## config.mk

```make
export PLATFORM = sky130hd
export DESIGN_NAME = pipeline_stage_reg
export DESIGN_NICKNAME = d
export VERILOG_FILES = /design/src/rtl/pipeline_pkg.sv /design/src/rtl/pipeline_entry_reg.sv /design/src/rtl/pipeline_stage_reg.sv
export SDC_FILE = /design/constraint.sdc
export NUM_CORES = 1
export LEC_CHECK = 0
export BUFFER_PORTS_ARGS = -buffer_cell sky130_fd_sc_hd__buf_2
export CAP_MARGIN = 30
export CELL_PAD_IN_SITES_DETAIL_PLACEMENT = 1
export CELL_PAD_IN_SITES_GLOBAL_PLACEMENT = 1
export CORE_MARGIN = 2
export CORE_UTILIZATION = 40
export CTS_BUF_LIST = sky130_fd_sc_hd__clkbuf_4 sky130_fd_sc_hd__clkbuf_8
export CTS_CLUSTER_DIAMETER = 150
export DETAILED_ROUTE_END_ITERATION = 10
export HOLD_SLACK_MARGIN = 0.1
export PLACE_DENSITY_LB_ADDON = 0.1
export SYNTH_ARGS = -nofsm -noshare
export SYNTH_HDL_FRONTEND = slang
export SYNTH_SLANG_ARGS = --single-unit
export TNS_END_PERCENT = 50
```

## constraint.sdc

```tcl
create_clock -name clk -period 5.9 [get_ports clk]
set_input_delay 1.77 -clock clk [delete_from_list [all_inputs] [get_ports clk]]
set_output_delay 1.77 -clock clk [all_outputs]
set_load 0.01 [all_outputs]
```

## src/rtl/pipeline_pkg.sv

```systemverilog
// Shared definitions for the inter-stage pipeline registers: control field
// layout, per-stage control widths, the NOP control encoding and skid states.
package pipeline_pkg;

  // Control payload layout of the widest stage barrier (ID/EX).
  typedef struct packed {
    logic       branch;
    logic       reg_write;
    logic       mem_to_reg;
    logic       mem_write;
    logic       mem_read;
    logic       alu_src;
    logic [1:0] alu_op;
  } ctrl_fields_t;

  // Bit positions of the control fields inside the control payload.
  localparam int CTRL_ALU_OP_LSB     = 0;
  localparam int CTRL_ALU_OP_MSB     = 1;
  localparam int CTRL_ALU_SRC_BIT    = 2;
  localparam int CTRL_MEM_READ_BIT   = 3;
  localparam int CTRL_MEM_WRITE_BIT  = 4;
  localparam int CTRL_MEM_TO_REG_BIT = 5;
  localparam int CTRL_REG_WRITE_BIT  = 6;
  localparam int CTRL_BRANCH_BIT     = 7;

  // Control widths carried by each barrier; later stages drop consumed fields.
  localparam int CTRL_WIDTH_IF_ID  = 8;
  localparam int CTRL_WIDTH_ID_EX  = $bits(ctrl_fields_t);
  localparam int CTRL_WIDTH_EX_MEM = 5;
  localparam int CTRL_WIDTH_MEM_WB = 2;

  // All-zero control is a NOP: no register or memory write, no branch.
  localparam logic [7:0] PIPE_CTRL_BUBBLE = 8'h00;

  // Occupancy of a two-entry (skid) stage.
  typedef enum logic [1:0] {
    SKID_EMPTY = 2'd0,
    SKID_BUSY  = 2'd1,
    SKID_FULL  = 2'd2
  } skid_state_e;

endpackage

```

## src/rtl/pipeline_entry_reg.sv

```systemverilog
// One pipeline entry: valid bit, control (reset/clear to bubble) and data
// (never reset). Clear takes priority over load.
module pipeline_entry_reg
  import pipeline_pkg::*;
#(
  parameter int                    DATA_WIDTH  = 32,
  parameter int                    CTRL_WIDTH  = 8,
  parameter logic [CTRL_WIDTH-1:0] CTRL_BUBBLE = '0
) (
  input  logic                  clk,
  input  logic                  rstN,
  input  logic                  load,
  input  logic                  clear,
  input  logic [DATA_WIDTH-1:0] in_data,
  input  logic [CTRL_WIDTH-1:0] in_ctrl,
  output logic                  valid,
  output logic [DATA_WIDTH-1:0] data,
  output logic [CTRL_WIDTH-1:0] ctrl
);

  logic                  valid_q, valid_d;
  logic [CTRL_WIDTH-1:0] ctrl_q, ctrl_d;
  logic [DATA_WIDTH-1:0] data_q, data_d;

  // Next-entry selection: clear empties to a bubble, load captures new payload.
  always_comb begin
    valid_d = valid_q;
    ctrl_d  = ctrl_q;
    data_d  = data_q;
    if (clear) begin
      valid_d = 1'b0;
      ctrl_d  = CTRL_BUBBLE;
    end else if (load) begin
      valid_d = 1'b1;
      ctrl_d  = in_ctrl;
      data_d  = in_data;
    end else begin
      valid_d = valid_q;
    end
  end

  // Valid and control flops; reset forces an empty bubble immediately.
  always_ff @(posedge clk or negedge rstN) begin
    if (!rstN) begin
      valid_q <= 1'b0;
      ctrl_q  <= CTRL_BUBBLE;
    end else begin
      valid_q <= valid_d;
      ctrl_q  <= ctrl_d;
    end
  end

  // Data flops carry no reset; their value is meaningless while invalid.
  always_ff @(posedge clk) begin
    data_q <= data_d;
  end

  assign valid = valid_q;
  assign data  = data_q;
  assign ctrl  = ctrl_q;

endmodule

```

## src/rtl/pipeline_stage_reg.sv

```systemverilog
// Generic inter-stage pipeline register with valid/ready handshake, flush,
// optional skid entry (registered inReady) and a saturating stall counter.
module pipeline_stage_reg
  import pipeline_pkg::*;
#(
  parameter int                    DATA_WIDTH  = 32,
  parameter int                    CTRL_WIDTH  = CTRL_WIDTH_ID_EX,
  parameter logic [CTRL_WIDTH-1:0] CTRL_BUBBLE = CTRL_WIDTH'(PIPE_CTRL_BUBBLE),
  parameter bit                    SKID        = 1'b0
) (
  input  logic                  clk,
  input  logic                  rstN,
  input  logic                  inValid,
  output logic                  inReady,
  input  logic [DATA_WIDTH-1:0] inData,
  input  logic [CTRL_WIDTH-1:0] inCtrl,
  input  logic                  flush,
  output logic                  outValid,
  input  logic                  outReady,
  output logic [DATA_WIDTH-1:0] outData,
  output logic [CTRL_WIDTH-1:0] outCtrl,
  output logic [15:0]           stallCount
);

  logic                  accept;
  logic                  out_xfer;
  logic                  main_load;
  logic                  main_clear;
  logic [DATA_WIDTH-1:0] main_in_data;
  logic [CTRL_WIDTH-1:0] main_in_ctrl;
  logic [15:0]           stall_count_q, stall_count_d;

  // A flushed cycle never accepts: the presented input is dropped.
  assign accept   = inValid && inReady && !flush;
  assign out_xfer = outValid && outReady;

  pipeline_entry_reg #(
    .DATA_WIDTH (DATA_WIDTH),
    .CTRL_WIDTH (CTRL_WIDTH),
    .CTRL_BUBBLE(CTRL_BUBBLE)
  ) u_main (
    .clk    (clk),
    .rstN   (rstN),
    .load   (main_load),
    .clear  (main_clear),
    .in_data(main_in_data),
    .in_ctrl(main_in_ctrl),
    .valid  (outValid),
    .data   (outData),
    .ctrl   (outCtrl)
  );

  if (SKID == 1'b0) begin : g_single

    assign inReady = !outValid || outReady;

    // Single entry: load on accept, otherwise empty when the entry leaves.
    always_comb begin
      main_in_data = inData;
      main_in_ctrl = inCtrl;
      main_load    = accept;
      main_clear   = flush || (out_xfer && !accept);
    end

  end else begin : g_skid

    skid_state_e           state_q, state_d;
    logic                  skid_load;
    logic                  skid_clear;
    logic                  skid_valid;
    logic [DATA_WIDTH-1:0] skid_data;
    logic [CTRL_WIDTH-1:0] skid_ctrl;

    pipeline_entry_reg #(
      .DATA_WIDTH (DATA_WIDTH),
      .CTRL_WIDTH (CTRL_WIDTH),
      .CTRL_BUBBLE(CTRL_BUBBLE)
    ) u_skid (
      .clk    (clk),
      .rstN   (rstN),
      .load   (skid_load),
      .clear  (skid_clear),
      .in_data(inData),
      .in_ctrl(inCtrl),
      .valid  (skid_valid),
      .data   (skid_data),
      .ctrl   (skid_ctrl)
    );

    // Occupancy state register.
    always_ff @(posedge clk or negedge rstN) begin
      if (!rstN) begin
        state_q <= SKID_EMPTY;
      end else begin
        state_q <= state_d;
      end
    end

    // Ready depends only on the registered state, never on outReady.
    assign inReady = (state_q != SKID_FULL);

    // Occupancy transitions; the skid entry always drains into main first.
    always_comb begin
      state_d      = state_q;
      main_load    = 1'b0;
      main_clear   = 1'b0;
      main_in_data = inData;
      main_in_ctrl = inCtrl;
      skid_load    = 1'b0;
      skid_clear   = 1'b0;
      if (flush) begin
        state_d    = SKID_EMPTY;
        main_clear = 1'b1;
        skid_clear = 1'b1;
      end else begin
        case (state_q)
          SKID_EMPTY: begin
            if (accept) begin
              state_d   = SKID_BUSY;
              main_load = 1'b1;
            end else begin
              state_d = SKID_EMPTY;
            end
          end
          SKID_BUSY: begin
            if (accept && out_xfer) begin
              main_load = 1'b1;
            end else if (accept) begin
              state_d   = SKID_FULL;
              skid_load = 1'b1;
            end else if (out_xfer) begin
              state_d    = SKID_EMPTY;
              main_clear = 1'b1;
            end else begin
              state_d = SKID_BUSY;
            end
          end
          SKID_FULL: begin
            if (out_xfer) begin
              state_d      = SKID_BUSY;
              main_load    = skid_valid;
              main_in_data = skid_data;
              main_in_ctrl = skid_ctrl;
              skid_clear   = 1'b1;
            end else begin
              state_d = SKID_FULL;
            end
          end
          default: begin
            state_d    = SKID_EMPTY;
            main_clear = 1'b1;
            skid_clear = 1'b1;
          end
        endcase
      end
    end

  end

  // Stall counter next value: count held-but-not-consumed cycles, saturate.
  always_comb begin
    stall_count_d = stall_count_q;
    if (outValid && !outReady && (stall_count_q != 16'hFFFF)) begin
      stall_count_d = stall_count_q + 16'd1;
    end else begin
      stall_count_d = stall_count_q;
    end
  end

  // Stall counter register; only reset clears it, flush does not.
  always_ff @(posedge clk or negedge rstN) begin
    if (!rstN) begin
      stall_count_q <= 16'd0;
    end else begin
      stall_count_q <= stall_count_d;
    end
  end

  assign stallCount = stall_count_q;

endmodule

```

==> out/metrics.csv, run 1 <==
metric,value,unit
status,"finished, final reports clean",
setup TNS,0,ns
IO Pins,103,
Reg-to-Reg End,stallCount[1]$_DFFE_PN0P_,
CP max-delay cell,buf_2,
final hold violations,0,
Leak Pwr,1.34,nW
Final Instance Area,2970,um2
hpwl dp,3660,um
Port-buffer cells,102,
CTS tree,built,
area of the multi-input gates,599,um2
worst endpoint data arrival time,2.31,ns
Slew headroom,0.622,
core area,5410,um2
Avg Inst Size Synth,14.8,um2
Crit. End Element,output pin,
die width,78.3,um
grt total ovfl,0,
VDD IR-drop max,0.176,mV
number of vias per cell,4.92,
HP Class,reg -> reg,
crit-path max FO,9,
clk slew on worst S/H paths,0.06,ns
clock latency on the worst-skew pair,0.33,ns
"non-filler cells, final",335,
ys async rst share,0.439,
first-pass GRT wire length,8330,um
syn nets,195,
Clock Path Buffers,2,
Die H,78.3,um
Critical Path RT,4.13,ns
Setup crit end,inReady,
r2r setup slk,3.99,ns
final setup margin,1.82,ns
Tightest Pin Transition,0.566,ns
P&R area growth vs syn,34.5,%
Pint,0.664,mW
CP cell instances,buf_2 > nor2b_1 > inv_1 > buf_2,
Buf/Inv on CP,3,
initial antenna violation count,0,
Reg area,1590,um2
sequential area share after synthesis,0.718,
Tmin final,4.08,ns
Combinational Power Share,0.129,
share of the synthesized area in the top cell type,0.435,
Post-CTS Setup Inserts,0,
Final Cycle Share,0.691,
crit start category,input port,
Post-synth EDFFs,32,
Placer Congestion,0.749,
Worst R2R Path Depth,4,
num rows,27,
distinct cell type count after synthesis,27,
net switching power,0.242,mW
pin count of the biggest net entering global routing,33,
Die ar.,6130,um2
via count,1647,
Initial Utilization,0.409,
H-Tree Depth,3,
Max Cap Viol,0,
Worst Skew,0.00699,ns
DRT antenna net count,0,
Resized Gates After CTS,0,
dominant cell type by area after synthesis,edfxtp_1,
final net count,304,
pre-CTS WS,1.82,ns
Post-Syn Instances,149,
Fillers,610,
Synth area leaders,"edfxtp_1 (43%), dfrtp_1 (28%), xnor2_1 (4.8%)",
power share of the sequential group,0.537,
Worst Setup SP,outReady,
critical path depth in cells,4,
drt pass-1 iters,6,
final hold slack,0.510,ns
CP peak stage delay,0.16,ns
DR iter-0 viols,68,
fin. max-slew vios,0,
Final setup viols,0,
Ant. Diodes,0,
clk sink count,57,
mapped cell area,2210,um2
Final Core Density,0.550,
Critical Path Most Common Cell,buf_2,
placed insts,319,
CTS buffer count,9,
FF-to-FF Start,u_main.valid$_DFFE_PN0P_,
DRC,0,
hold buffer count at CTS,0,
WL final,4980,um
f_max,0.245,GHz
Synth Flop Type,edfxtp_1,
CP Class,in -> out,
critical path's top delay family,buffers and inverters,
vias in the first global route,1610,
RSZ-0062 raised after global routing,false,
WL/cell,14.9,um
synth warn,0,
Clock Power Share,0.335,
PD cells,305,nW/um2
Global Route Usage Sum,0.178,
switch share,0.267,
layout cells sized above 1,0.494,
Placed Area,2810,um2
clk root buf,clkbuf_8,
post-synthesis sequential element count,57,
Pwr Total,0.906,mW
==> worst reg2reg max path, cell delays in order (launching register included) <==
cell	delay, ns
dfrtp_1	0.50
nor2b_1	0.21
buf_4	0.21
o41a_1	0.48
mux2_2	0.39
==> flip-flops by register name, summed over array words and instances, names as in the netlist <==
signal / flops
stallCount: 16
u_main.ctrl: 8
u_main.valid: 1
u_main.data: 32
==> worst min-delay path by stage <==
stage                                     from                          to  slack (ns)  depth (start not counted)
finish               stallCount[7]$_DFFE_PN0P_   stallCount[7]$_DFFE_PN0P_        0.51                          1
global placement    stallCount[15]$_DFFE_PN0P_  stallCount[15]$_DFFE_PN0P_        0.49                          1
detailed placement   stallCount[7]$_DFFE_PN0P_   stallCount[7]$_DFFE_PN0P_        0.51                          1
floorplan           stallCount[15]$_DFFE_PN0P_  stallCount[15]$_DFFE_PN0P_        0.52                          1
global route         stallCount[7]$_DFFE_PN0P_   stallCount[7]$_DFFE_PN0P_        0.54                          1
CTS                  stallCount[7]$_DFFE_PN0P_   stallCount[7]$_DFFE_PN0P_        0.52                          1
==> cell type report <==
type | count | area share
sequential | 57 | 0.534
inverter | 1 | 0.00126
tap | 72 | 0.0303
timing repair buffer | 104 | 0.177
clock buffer | 10 | 0.0442
clock inverter | 6 | 0.0118
multi-input combinational | 85 | 0.202
==> cell usage in the layout (no fill, tap or decap), types with 3 or more instances in the layout <==
master	n
nor3_1	3
nor2_1	5
buf_2	102
dfrtp_1	25
nand4_1	8
xnor2_1	12
or2_2	8
a21oi_1	8
a32oi_1	8
xor2_1	3
edfxtp_1	32
nand2_1	6
nand3_1	6
clkbuf_8	9
mux2i_1	8
clkinv_2	4
==> cells by family (layout without fill, tap and decap cells) <==
kind of cell             after synthesis  in the layout  share of synthesized area
AO/OA/AOI/OAI                         18             18                     0.0589
buffers and inverters                  7            121                     0.0130
XOR/XNOR                              15             15                     0.0595
multiplexers                           9              9                     0.0413
adder cells (fa/ha/maj)                1              1                    0.00566
AND/OR/NAND/NOR                       42             42                      0.104
flip-flops                            57             57                      0.718
==> cell usage after synthesis (2+ instances only) <==
library cell and instances:
nor3_1 3, dfrtp_1 25, a32oi_1 8, xor2_1 3
xnor2_1 12, mux2i_1 8, or2_2 8, nand4_1 8
clkbuf_1 3, nand3_1 6, nor2_1 5, a21oi_1 8
nand2_1 6, buf_2 2, edfxtp_1 32
==> power groups by stage <==
| stage | combinational [mW] | sequential [mW] | clock [mW] |
|---|---|---|---|
| after floorplan | 0.0449 | 0.506 | 0 |
| after global placement | 0.115 | 0.493 | 0 |
| after detailed placement | 0.118 | 0.495 | 0 |
| after CTS | 0.119 | 0.487 | 0.314 |
| after global routing | 0.132 | 0.491 | 0.333 |
| final | 0.117 | 0.486 | 0.303 |
==> metal layers <==
metal,up-vias,share of wire,wire (um),track usage
li1,781,-,-,-
met1,791,0.44,2170,0.245
met2,66,0.48,2370,0.266
met3,9,0.073,364,0.0471
met4,0,0.015,76,0.0789
met5,-,0,0,0
(Power assumes the default switching activity.)
==> inputs of run 2 (changes only) <==
--- a/config.mk
+++ b/config.mk
@@ -10,7 +10,7 @@
 export CELL_PAD_IN_SITES_DETAIL_PLACEMENT = 1
 export CELL_PAD_IN_SITES_GLOBAL_PLACEMENT = 1
 export CORE_MARGIN = 2
-export CORE_UTILIZATION = 40
+export CORE_UTILIZATION = 33
 export CTS_BUF_LIST = sky130_fd_sc_hd__clkbuf_4 sky130_fd_sc_hd__clkbuf_8
 export CTS_CLUSTER_DIAMETER = 150
 export DETAILED_ROUTE_END_ITERATION = 10
==> constraint.sdc (replaced) <==
create_clock -name clk -period 3.7 [get_ports clk]
set_input_delay 1.11 -clock clk [delete_from_list [all_inputs] [get_ports clk]]
set_output_delay 1.11 -clock clk [all_outputs]
set_load 0.01 [all_outputs]
==> out/metrics.csv, run 2 (synthesis gave the netlist of run 1 again) <==
metric,value,unit,change
Global Route Usage Sum,0.149,,-0.0294
DR iter-0 viols,64,,-5.9%
Critical Path RT,2.59,ns,-1.54 ns
PD cells,486,nW/um2,+59%
layout cells sized above 1,0.494,,unchanged
max reg flops,32,,unchanged
fin. max-slew vios,0,,unchanged
Critical Path Most Common Cell,buf_2,,
area of the multi-input gates,606,um2,+1.0%
Clock Power Share,0.335,,about the same
status,finished with violations,,
Worst Setup SP,outReady,,
WL/cell,15.6,um,+4.9%
final setup margin,0.931,ns,-0.893 ns
P&R area growth vs syn,35.1,%,
power share of the sequential group,0.536,,about the same
Combinational Power Share,0.128,,about the same
Leak Pwr,1.34,nW,about the same
"commonest non-fill, non-tap cell in the layout",buf_2,,
core area,6420,um2,+19%
clk root buf,clkbuf_8,,
Placer Congestion,0.702,,-6.3%
HP Class,reg -> reg,,
Max Cap Viol,0,,unchanged
Final Cycle Share,0.748,,
drt pass-1 iters,9,,+3
Initial Utilization,0.344,,-0.0647
Tmin final,2.77,ns,
worst endpoint data arrival time,1.66,ns,-0.65 ns
Final setup viols,0,,unchanged
Port-buffer cells,102,,unchanged
net switching power,0.391,mW,+62%
WL final,5300,um,+6.5%
Post-CTS Setup Inserts,0,,unchanged
violated checks,DRC,,
DRT antenna net count,0,,unchanged
Die ar.,7370,um2,+20%
number of vias per cell,4.89,,-0.57%
first-pass GRT wire length,8400,um,+0.91%
final hold violations,0,,unchanged
FF-to-FF Start,u_main.valid$_DFFE_PN0P_,,
CTS tree,built,,
crit-path max FO,9,,unchanged
Pint,1.06,mW,+60%
hpwl dp,3790,um,+3.7%
Slew headroom,0.601,,-0.0218
via count,1662,,+0.91%
DRC,14,,+14
Crit. End Element,output pin,,
CP max-delay cell,buf_2,,
Die H,85.8,um,+9.6%
placed insts,324,,+1.6%
CP Class,in -> out,,
vias in the first global route,1606,,-0.25%
pin count of the biggest net entering global routing,33,,unchanged
grt total ovfl,0,,unchanged
hold path start,stallCount[15]$_DFFE_PN0P_,,
Ant. Diodes,0,,unchanged
clk slew on worst S/H paths,0.06,ns,about the same
IO Pins,103,,unchanged
Reg area,1590,um2,unchanged
switch share,0.269,,+0.00252
H-Tree Depth,3,,unchanged
CP cell instances,buf_2 > nor2b_1 > inv_1 > buf_2,,
CTS buffer count,9,,unchanged
Resized Gates After CTS,0,,unchanged
pre-CTS WS,0.915,ns,-0.908 ns
num rows,29,,+7.4%
clk sink count,57,,unchanged
Worst Skew,0.00405,ns,-0.00294 ns
RSZ-0062 raised after global routing,false,,
Tightest Pin Transition,0.599,ns,+0.0327 ns
crit start category,input port,,
Fillers,692,,+13%
"non-filler cells, final",340,,+1.5%
hold buffer count at CTS,0,,unchanged
f_max,0.361,GHz,
initial antenna violation count,0,,unchanged
final net count,304,,unchanged
most frequent cells in the layout,"buf_2 (102), edfxtp_1 (32), dfrtp_1 (25)",,
setup TNS,0,ns,unchanged
clock latency on the worst-skew pair,0.32,ns,about the same
VDD IR-drop max,0.247,mV,+40%
die width,85.8,um,+9.6%
Clock Path Buffers,2,,unchanged
CP peak stage delay,0.16,ns,about the same
run 2: changes by cell type in the layout (fill, tap and decap cells not counted):
cell     before  now
nor3b_2       1    0
nor3b_4       0    1
run 2: through the flow:
stage	instance area (um2)	utilization	total power, mW	hold slack [ns]
floorplan	2210	-	0.878	0.525
global placement	2820	0.439	0.977	0.499
detailed placement	2820	0.439	0.979	0.501
CTS	2980	0.465	1.48	0.511
global route	2980	0.465	1.53	0.521
finish	2980	0.465	1.45	0.501
run 2: final cells by class:
| class | count | area share |
|---|---|---|
| sequential | 57 | 0.532 |
| multi-input combinational | 85 | 0.203 |
| clock buffer | 10 | 0.0440 |
| tap | 77 | 0.0323 |
| timing repair buffer | 104 | 0.176 |
| inverter | 1 | 0.00126 |
| clock inverter | 6 | 0.0117 |
run 2: power by group through the flow:
stage               registers [mW]  logic [mW]  clock network [mW]
floorplan                    0.806      0.0721                   0
global placement             0.790       0.187                   0
detailed placement           0.790       0.189                   0
CTS                          0.777       0.190               0.510
global route                 0.786       0.208               0.536
finish                       0.778       0.186               0.486
run 2: worst max-delay path: cells and delay by family:
family,cells,cell delay (ns)
buffers and inverters,3,0.39
AND/OR/NAND/NOR,1,0.16
run 2: final timing paths:
path | endpoint | slack (ns) | cells past startpoint
worst max-delay path | inReady | 0.93 | 4
worst min-delay path | stallCount[15]$_DFFE_PN0P_ | 0.50 | 1
worst max register to register | stallCount[1]$_DFFE_PN0P_ | 1.76 | 4
worst min register to register | stallCount[15]$_DFFE_PN0P_ | 0.50 | 1
max in group asynchronous | u_main.ctrl[4]$_DFFE_PN0P_ | 2.51 | 1
min in group asynchronous | stallCount[14]$_DFFE_PN0P_ | 0.79 | 1
run 2: layer usage:
metal	part of all wire	track usage	vias up	routed length [um]
li1	-	-	776	-
met1	0.47	0.211	806	2470
met2	0.44	0.214	74	2310
met3	0.092	0.0385	6	486
met4	0.0070	0.0649	0	37
met5	0	0	-	0
